**src/rtl/shift_add_multiplier.sv**
```systemverilog
// Unsigned shift/add multiplier with valid/ready handshakes on the operand and result sides.
// Define SHIFT_ADD_MULT_EARLY_TERM_EN to finish early once no multiplier bits remain.

module ripple_carry_adder #(
   parameter int NUMBITS = 16
) (
   input  logic [NUMBITS-1:0] a,
   input  logic [NUMBITS-1:0] b,
   input  logic               carryin,
   output logic [NUMBITS-1:0] sum,
   output logic               carryout
);

   logic [NUMBITS:0] carry;

   always_comb begin
      carry[0] = carryin;
      for (int i = 0; i < NUMBITS; i++) begin
         sum[i]       = a[i] ^ b[i] ^ carry[i];
         carry[i + 1] = (a[i] & b[i]) | (carry[i] & (a[i] ^ b[i]));
      end
      carryout = carry[NUMBITS];
   end

endmodule

module shift_add_multiplier #(
   parameter int NUMBITS = 16
) (
   input  logic                   clk,
   input  logic                   rst_n,
   input  logic                   in_valid,
   output logic                   in_ready,
   input  logic [NUMBITS-1:0]     a,
   input  logic [NUMBITS-1:0]     b,
   output logic                   out_valid,
   input  logic                   out_ready,
   output logic [2*NUMBITS-1:0]   product,
   output logic                   busy
);

   localparam int CW = $clog2(NUMBITS + 1);
   localparam logic [CW-1:0] LAST = CW'(NUMBITS - 1);

   typedef enum logic [1:0] {IDLE, RUN, DONE} state_t;

   state_t                 state, next_state;
   logic [NUMBITS-1:0]     m;
   logic [NUMBITS-1:0]     r;
   logic [2*NUMBITS-1:0]   p;
   logic [CW-1:0]          cnt;
   logic [NUMBITS-1:0]     add_b;
   logic [NUMBITS-1:0]     sum;
   logic                   carryout;

   assign add_b = r[0] ? m : '0;

   ripple_carry_adder #(.NUMBITS(NUMBITS)) u_adder (
      .a        (p[2*NUMBITS-1:NUMBITS]),
      .b        (add_b),
      .carryin  (1'b0),
      .sum      (sum),
      .carryout (carryout)
   );

   // NOTE: sequential state uses non-blocking assignments so every register samples pre-edge values.
   always_ff @(posedge clk or negedge rst_n) begin
      if (!rst_n) state <= IDLE;
      else        state <= next_state;
   end

   // NOTE: next_state gets its default before the case so no path leaves it unassigned (no latch).
   always_comb begin
      next_state = state;
      case (state)
         IDLE: if (in_valid) next_state = RUN;
`ifdef SHIFT_ADD_MULT_EARLY_TERM_EN
         RUN:  if (cnt == LAST || r == '0) next_state = DONE;
`else
         RUN:  if (cnt == LAST) next_state = DONE;
`endif
         DONE: if (out_ready) next_state = IDLE;
         default: next_state = IDLE;
      endcase
   end

`ifdef SHIFT_ADD_MULT_EARLY_TERM_EN
   // Remaining right shifts still owed once the multiplier has run out of set bits.
   logic [CW-1:0] shamt;
   assign shamt = CW'(NUMBITS) - cnt;
`endif

   always_ff @(posedge clk or negedge rst_n) begin
      if (!rst_n) begin
         m   <= '0;
         r   <= '0;
         p   <= '0;
         cnt <= '0;
      end else begin
         case (state)
            IDLE: begin
               if (in_valid) begin
                  m   <= a;
                  r   <= b;
                  p   <= '0;
                  cnt <= '0;
               end
            end
            RUN: begin
`ifdef SHIFT_ADD_MULT_EARLY_TERM_EN
               if (r == '0) begin
                  p <= p >> shamt;
               end else
`endif
               begin
                  // Carryout lands in the MSB so the full 2N-bit product survives.
                  p   <= {carryout, sum, p[NUMBITS-1:1]};
                  r   <= r >> 1;
                  cnt <= cnt + 1'b1;
               end
            end
            default: ;
         endcase
      end
   end

   assign in_ready  = (state == IDLE);
   assign busy      = (state == RUN);
   assign out_valid = (state == DONE);
   assign product   = p;

endmodule
```
**config.mk**
```make
export PLATFORM = sky130hd
export DESIGN_NAME = shift_add_multiplier
export DESIGN_NICKNAME = d
export VERILOG_FILES = /design/src/rtl/shift_add_multiplier.sv
export SDC_FILE = /design/constraint.sdc
export NUM_CORES = 1
export LEC_CHECK = 0
export BUFFER_PORTS_ARGS = -buffer_cell sky130_fd_sc_hd__buf_2
export CORE_MARGIN = 5
export CORE_UTILIZATION = 40
export DETAILED_ROUTE_END_ITERATION = 8
export SYNTH_ARGS = -nofsm -noshare
export SYNTH_HDL_FRONTEND = slang
export SYNTH_HIERARCHICAL = 1
export SYNTH_SLANG_ARGS = --single-unit
```
**constraint.sdc**
```tcl
create_clock -name clk -period 20.8 [get_ports clk]
set_clock_uncertainty 0.05 [all_clocks]
set_input_delay 1.04 -clock clk [delete_from_list [all_inputs] [get_ports clk]]
set_output_delay 1.04 -clock clk [all_outputs]
set_load 0.02 [all_outputs]
```
# ---- Yosys cells after proc, flatten, opt, wreduce, memory -nomap -nowiden
# Cells that the tools add are included.
dict set report word_totals {
  reg_bits 71
  word_cells 105
  inputBits 36
}
dict set report op_classes {
  bitwise_logic 77
  addsub 1
  n_eq_ne 6
  muxes 11
  n_reduce_logical 5
}
# cell n
set op_table {}
lappend op_table {{$pmux W32 S2} 1}
lappend op_table {{$mux W16} 2}
lappend op_table {{$mux W32} 1}
lappend op_table {{$pmux W16 S2} 1}
lappend op_table {{$and A1 B1 Y1} 31}
lappend op_table {{$xor A1 B1 Y1} 31}
lappend op_table {{$or A1 B1 Y1} 15}
lappend op_table {{$pmux W5 S2} 1}
lappend op_table {{$mux W2} 3}
lappend op_table {{$pmux W2 S3} 1}
lappend op_table {{$add A5 B1 Y5 const B} 1}
lappend op_table {{$eq A5 B4 Y1 const B} 1}
lappend op_table {{$mux W5} 1}
lappend op_table {{$ne A2 B1 Y1 const B} 2}
lappend op_table {{$reduce_and A2 Y1} 2}
lappend op_table {{$reduce_and A3 Y1} 1}
lappend op_table {{$eq A2 B1 Y1 const B} 1}
lappend op_table {{$eq A2 B2 Y1 const B} 1}
lappend op_table {{$logic_not A2 Y1} 1}
lappend op_table {{$ne A2 B2 Y1 const B} 1}
lappend op_table {{$reduce_bool A2 Y1} 1}

# ---- Longest topological paths before layout
# Gate-level depths: netlist of the first run.
dict set report depth {
  word_depth 33
  depth_mapped 23
}

# ---- Modules after synthesis
# Netlist of the first run, hierarchy kept.
# module cells_per_inst area_per_inst_um2 seq_area_each_um2 instances
set modules_own_cells {}
lappend modules_own_cells {shift_add_multiplier 315 3225.6 1776.7 1}
lappend modules_own_cells {ripple_carry_adder 26 357.8 0.0 1}

# ---- Worst setup path before layout of the first run
# Ideal clock, no wire load.
dict set report synth_timing {
  path_kind {register to register}
  startpoint {register r[0]}
  endpoint {register p[30], in the netlist product[30]}
  t_arrival_ps 6718
  setup_slack_ps 13956
  n_path_buf 0
  stages_incl_launch_ff 24
  path_cell_list {dfrtp_1 -> and2_1 -> fa_1 -> inv_1 -> fa_1 -> inv_1 -> fa_1 -> fa_1 -> fa_1 -> fa_1 -> fa_1 -> fa_1 -> fa_1 -> fa_1 -> fa_1 -> fa_1 -> fa_1 -> fa_1 -> fa_1 -> inv_1 -> fa_1 -> inv_1 -> nand2_1 -> o21ai_1}
}
dict set report synth_between {
  elab_chain_len 32
}
# item line_no
set synth_lines {}
lappend synth_lines {{from (decl)} 49} ;# logic [NUMBITS-1:0] r;
lappend synth_lines {{from (signal assigned)} 118} ;# r <= r >> 1;
lappend synth_lines {{$mux W16} 56} ;# assign add_b = r[0] ? m : '0;
lappend synth_lines {{net add_b[0]} 52} ;# logic [NUMBITS-1:0] add_b;
lappend synth_lines {{$and A1 B1 Y1 (2 in series)} 20} ;# carry[i + 1] = (a[i] & b[i]) | (carry[i] & (a[i] ^ b[i]));
lappend synth_lines {{$or A1 B1 Y1} 20}
lappend synth_lines {{$and A1 B1 Y1} 20}
lappend synth_lines {{$or A1 B1 Y1} 20}
lappend synth_lines {{$and A1 B1 Y1} 20}
lappend synth_lines {{$or A1 B1 Y1} 20}
lappend synth_lines {{[17 not listed]} --}
lappend synth_lines {{$or A1 B1 Y1} 20}
lappend synth_lines {{$and A1 B1 Y1} 20}
lappend synth_lines {{$or A1 B1 Y1} 20}
lappend synth_lines {{$and A1 B1 Y1} 20}
lappend synth_lines {{$or A1 B1 Y1} 20}
lappend synth_lines {{$xor A1 B1 Y1} 19} ;# sum[i] = a[i] ^ b[i] ^ carry[i];
lappend synth_lines {{net sum[15]} 53} ;# logic [NUMBITS-1:0] sum;
lappend synth_lines {{$pmux W32 S2} 100} ;# case (state)
lappend synth_lines {{to (signal assigned)} 117} ;# p <= {carryout, sum, p[NUMBITS-1:1]};
lappend synth_lines {{to (decl)} 50} ;# logic [2*NUMBITS-1:0] p;
# The timed path passes the listed nets, and every way through them passes these cells.
# A chain may end at the register's enable or synchronous reset.

# ---- Worst setup path in the final report of the first run
# Ends and elaborated chain as after synthesis.

==> results of run 1 <==
cell families after synthesis:
| kind of cell | synth area share, % |
|---|---|
| AO/OA/AOI/OAI | 13.7 |
| buffers and inverters | 5.13 |
| AND/OR/NAND/NOR | 15.0 |
| multiplexers | 6.88 |
| flip-flops | 49.6 |
| adder cells (fa/ha/maj) | 9.64 |
| other | 0.105 |
cell type report:
cell class	count	area share [%]
sequential	71	43.0
multi-input combinational	234	39.3
timing repair buffer	73	9.02
clock buffer	12	3.76
tap	108	3.27
inverter	13	1.18
clock inverter	4	0.485
Yosys cell counts, types with 3 or more instances:
master	n
and2b_1	6
nand2_1	70
a21oi_1	16
and2_1	16
buf_6	3
dfrtp_1	71
inv_1	12
buf_2	6
o21ai_0	49
clkbuf_1	11
a22oi_1	15
mux2_4	15
nor2b_1	11
fa_1	16
state kept, by name, indices dropped and copies added, names as in the netlist:
register	flops
cnt	5
m	16
product	32
r	16
state	2
critical path, delay by kind of cell, from the launching register on:
kind	cells	cell delay (ns)
AOI/OAI and AO/OA	1	0.11
adders and majority gates	16	5.99
buffers and inverters	4	0.27
DFF	1	0.54
and+or+nand+nor	2	0.28
power groups by stage:
stage	combinational (W)	clock [W]	sequential [W]
after global placement	0.000245	0	0.000255
final	0.000248	0.0000995	0.000253
after CTS	0.000252	0.000104	0.000254
after detailed placement	0.000251	0	0.000256
after global routing	0.000283	0.000110	0.000265
after floorplan	0.000162	0	0.000271
final timing paths:
path                                  from          end  slack [ns]  cells past startpoint
min in group asynchronous            rst_n  product[10]        0.85                      2
max in group asynchronous            rst_n         m[6]       19.25                      2
worst max register to register        r[0]  product[30]       13.48                     23
worst min-delay path            product[5]   product[4]        0.45                      2
worst min register to register  product[5]   product[4]        0.45                      2
worst max-delay path                  r[0]  product[30]       13.48                     23
layer usage:
metal / up-vias / track usage [%] / wire length [µm]
met5: - / 0 / 0
met3: 7 / 5.06 / 419
met4: 0 / 4.11 / 68
met2: 49 / 23.2 / 3680
li1: 1247 / - / -
met1: 1280 / 19.0 / 3450
per-stage QoR:
step,worst slack [ns],std cells
5_1_grt,13.16,515
3_5_place_dp,13.45,499
6_report,13.48,515
4_1_cts,13.42,515
2_1_floorplan,13.96,341
3_3_place_gp,13.61,499
==> results.cfg, run 1 <==
[setup_path]
worstPathMaxFanout = 18
required_ns = 21.01
cp_slowest_cell = dfrtp_1
startpoint_type = register
crit_path_cell_trace = and2_1, fa_1, inv_1, fa_1, inv_1, fa_1, fa_1, fa_1, fa_1, fa_1, fa_1, fa_1, fa_1, fa_1, fa_1, fa_1, fa_1, fa_1, inv_1, fa_1, inv_1, nand2_1, o21ai_1
cpPeakStageDelay_ns = 0.54
path_class = register to register
cp.arrival_ns = 7.53
cp_common_cell = fa_1
endpoint_kind = register

[cts]
htreeDepth = 3
cts_made_buffers = 9
clk_latency_ns = 0.34
ctsHoldBuffers = 0
cts_resized = 0
postCtsSetupBuffers = 0
cts_root_buf = clkbuf_8
clockBufferDepth = 2
cts_tree = done
clock-sinks = 71
clkTransAtPathRegs_ns = 0.08

[sta]
hold_viol = 0
holdWs_ns = 0.449
setup_viol = 0
tightest_slew_ns = 0.902
min_period_ns = 7.32
tns_ns = 0
drv_slew = 0
slew-limit-headroom_pct = 39.9
clock.fmax_mhz = 137
rsz0062_at_grt = false
fin_crit_sh_pct = 35.2

[power]
internal_power_w = 0.000356
p_seq_share_pct = 42.1
totalPowerFinal_w = 0.000600
ir_drop_v = 0.0000570
combPwrFrac_pct = 41.3
p_sw_w = 0.000244
clkPwrFrac_pct = 16.6
power.density_nw_per_um2 = 145
total_leakage_power_nw = 2.01
p_sw_share_pct = 40.6

[floorplan]
core_area_um2 = 8720
die_area_um2 = 11000
num_rows = 34
die_w_um = 105
fp.dieH_um = 105
start_util_pct = 41.1
ios = 71

[routing]
drtPass1Iterations = 4
num_vias = 2583
wl_per_cell_um = 14.8
viasPerCell = 5.02
drt_wl_total_mm = 7.62
ant_nets = 0
drtIter0Drc = 140
drc = 0

[placed_design]
io_buffers = 70
place_area_um2 = 3960
dp_hpwl_mm = 4.77
place.gp.congestion = 0.713

[finish]
regArea_um2 = 1780
n_antenna_cell = 0
final_nets = 456
mostFrequentLayoutCells = 71 x dfrtp_1, 70 x nand2_1, 70 x buf_2
layout_commonest_cell = dfrtp_1
fin_area_um2 = 4130
fill_cells = 864
area_growth_pct = 15.3
multiInputGateArea_um2 = 1620
drive_gt1_share_pct = 26.3
utilization_pct = 47.4

[logic_synthesis]
netlist-cell-type-count = 31
netlist_top_cells_area = dfrtp_1 50%, fa_1 8.9%, nand2_1 7.3%
synth-edff-count = 0
synth_top_cell_by_area = dfrtp_1
synthFlopType = dfrtp_1
synth_area_per_cell_um2 = 10.5
syn_nets = 395
async_flop_share_pct = 100
ys_ff_latch = 71
synth_area_um2 = 3580
yosys_warnings = 6
syn_inst = 341
synth_seq_area_share_pct = 49.6
synth_top_area_share_pct = 49.6

[global_route]
grt_pass1_vias = 2642
antenna_found_initial = 0
grt_usage_pct = 14.6
grt_max_degree = 72
overflow = 0
grt_pass1_wl_mm = 13.2

[outcome]
status = finished clean

[job]
drv_cap = 0

[worst_hold_path]
hp-class = register to register
Power figures use the tool's default switching activity.
==> inputs of run 2 (changes only) <==
--- a/config.mk
+++ b/config.mk
@@ -5,6 +5,7 @@
 export SDC_FILE = /design/constraint.sdc
 export NUM_CORES = 1
 export LEC_CHECK = 0
+export ABC_AREA = 1
 export BUFFER_PORTS_ARGS = -buffer_cell sky130_fd_sc_hd__buf_2
 export CORE_MARGIN = 5
 export CORE_UTILIZATION = 40
==> constraint.sdc (replaced) <==
create_clock -name clk -period 5.86 [get_ports clk]
set_clock_uncertainty 0.05 [all_clocks]
set_input_delay 0.293 -clock clk [delete_from_list [all_inputs] [get_ports clk]]
set_output_delay 0.293 -clock clk [all_outputs]
set_load 0.02 [all_outputs]
==> results.cfg, run 2 <==
[outcome]
status = complete, but fails checks
violations = setup timing

[cts]
cts_tree = done
clkTransAtPathRegs_ns = 0.09
clockBufferDepth = 2
clock-sinks = 71
htreeDepth = 3
cts_root_buf = clkbuf_8
clk_latency_ns = 0.34
cts_made_buffers = 9

[global_route]
antenna_found_initial = 0
grt_pass1_wl_mm = 13.5
grt_pass1_vias = 2789
grt_max_degree = 72
grt_usage_pct = 15.0
overflow = 0

[finish]
n_antenna_cell = 0
drive_gt1_share_pct = 27.1
layout.cells.non_filler = 592
layout_commonest_cell = nand2_1
area_growth_pct = 16.2
mostFrequentLayoutCells = 192 x nand2_1, 71 x dfrtp_1, 69 x buf_2
final_nets = 533
utilization_pct = 47.8
largest_reg_flops = 32
fill_cells = 876

[sta]
tightest_slew_ns = 0.975
setup_viol = 3
rsz0062_at_grt = true
fin_crit_sh_pct = 109
hold_viol = 0
slew-limit-headroom_pct = 35.0
clock.fmax_mhz = 156
min_period_ns = 6.42
fin_ws_ns = -0.557
drv_slew = 0

[power]
ir_drop_v = 0.000240
totalPowerFinal_w = 0.00228
power.density_nw_per_um2 = 546
total_leakage_power_nw = 2.34

[logic_synthesis]
synth.most_common_cell = nand2_1
synth-edff-count = 0
ys_ff_latch = 71
netlist-cell-type-count = 23
syn_nets = 467
async_flop_share_pct = 100
synth_top_area_share_pct = 49.5
synth_area_per_cell_um2 = 8.69
netlist_top_cells_area = dfrtp_1 49%, nand2_1 20%, fa_1 8.9%
yosys_warnings = 6
synth_seq_area_share_pct = 49.5
synth_top_cell_by_area = dfrtp_1
netlist_top_cells_count = 192 x nand2_1, 71 x dfrtp_1, 36 x inv_1
synth_area_um2 = 3590
syn_inst = 413
synthFlopType = dfrtp_1

[floorplan]
fp.dieH_um = 105
num_rows = 34
die_area_um2 = 11000
core_area_um2 = 8720
ios = 71
die_w_um = 105
start_util_pct = 41.2

[setup_path]
reg2reg_to = product[30]
crit_start = m[0]
worstPathMaxFanout = 2
endpoint_kind = register
path_class = register to register
cp.arrival_ns = 6.64
crit_path_cell_trace = nand2_1, inv_2, fa_2, inv_2, fa_2, inv_2, fa_2, fa_2, fa_2, fa_2, fa_2, fa_2, fa_2, fa_2, fa_2, fa_2, fa_2, fa_2, fa_2, inv_2, fa_1, inv_1, nand2_2, nand2_1
required_ns = 6.09
cp_slowest_cell = fa_1
r2r_start = m[0]
rrSetupSlack_ns = -0.56
cpPeakStageDelay_ns = 0.39
r2r_cells = 24
startpoint_type = register
cp_common_cell = fa_2

[routing]
viasPerCell = 4.68
drtIter0Drc = 164
wl_per_cell_um = 13.2
ant_nets = 0
num_vias = 2769
drc = 0
drtPass1Iterations = 4
drt_wl_total_mm = 7.80

[worst_hold_path]
hp-class = input port to asynchronous set/reset pin

[placed_design]
dp_hpwl_mm = 5.35
io_buffers = 70
dp.cells = 576
place.gp.congestion = 0.803
place_ws_ns = -0.544

[job]
drv_cap = 0
==> run 2: cell types whose count changed after synthesis, sizes merged, moves of 3 or more <==
cell,before,now
and2,16,0
nand3,2,34
a22oi,15,0
nor2,1,4
nand2,70,203
and2b,6,0
nor2b,13,0
o21ai,50,21
mux2,16,0
buf,10,16
inv,13,39
clkbuf,13,4
a21oi,16,0
==> run 2: per-layer routing <==
metal | global-route usage (%) | vias to the layer above | wire length [µm]
li1 | - | 1385 | -
met1 | 19.7 | 1311 | 3640
met2 | 24.0 | 65 | 3650
met3 | 4.99 | 8 | 439
met4 | 4.02 | 0 | 78
met5 | 0 | - | 0
==> run 2: area by class of cell <==
| type | count | area (µm²) | share of cell area (%) |
|---|---|---|---|
| Clock buffer | 9 | 124 | 2.97 |
| Clock inverter | 7 | 55.1 | 1.32 |
| Inverter | 39 | 151 | 3.63 |
| Multi-Input combinational cell | 283 | 1540 | 36.9 |
| Sequential cell | 71 | 1780 | 42.6 |
| Tap cell | 108 | 135 | 3.24 |
| Timing Repair Buffer | 75 | 390 | 9.36 |
==> run 2: power breakdown <==
part | internal [W] | switching, W | total (W)
sequential | 0.000711 | 0.000181 | 0.000892
combinational | 0.000375 | 0.000656 | 0.00103
clock | 0.000157 | 0.000198 | 0.000355
total | 0.00124 | 0.00103 | 0.00228
==> run 2: worst max-delay path: cells and delay by family (launching register included) <==
family	cells	cell delay, ns
fa+ha+maj	16	5.45
flops	1	0.38
buf+inv	5	0.28
simple gates	3	0.22
==> run 2: timing repair <==
item                       in CTS  in global routing
pin swaps                       1                  1
hold buffers                    0                  0
setup endpoints to repair       3                  4
resized for setup               2                  0
setup buffers                   0                  0
==> run 2: kinds of logic (layout without fill, tap and decap cells) <==
| family | Yosys count | in the layout | synth area share (%) |
|---|---|---|---|
| buffers and inverters | 59 | 130 | 8.68 |
| other | 1 | 1 | 0.104 |
| AND/OR/NAND/NOR | 242 | 242 | 28.2 |
| adder cells (fa/ha/maj) | 18 | 18 | 9.62 |
| AO/OA/AOI/OAI | 22 | 22 | 3.97 |
| flip-flops | 71 | 71 | 49.5 |
==> run 2: worst max path at each step <==
stage / slack [ns] / to
finish: -0.56 / product[30]
global route: -0.74 / product[30]
CTS: -0.58 / product[30]
detailed placement: -0.54 / product[30]
global placement: -0.47 / product[30]
floorplan: -0.47 / product[30]
==> run 2: metrics by stage <==
stage | hold slack (ns) | cell area, µm² | setup TNS [ns]
after floorplan | -0.0526 | 3640 | -0.869
final | 0.0132 | 4170 | -1.06
after CTS | 0.0397 | 4170 | -1.14
after detailed placement | 0.410 | 3990 | -1.07
after global placement | 0.405 | 3990 | -0.832
after global routing | 0.0857 | 4170 | -1.55
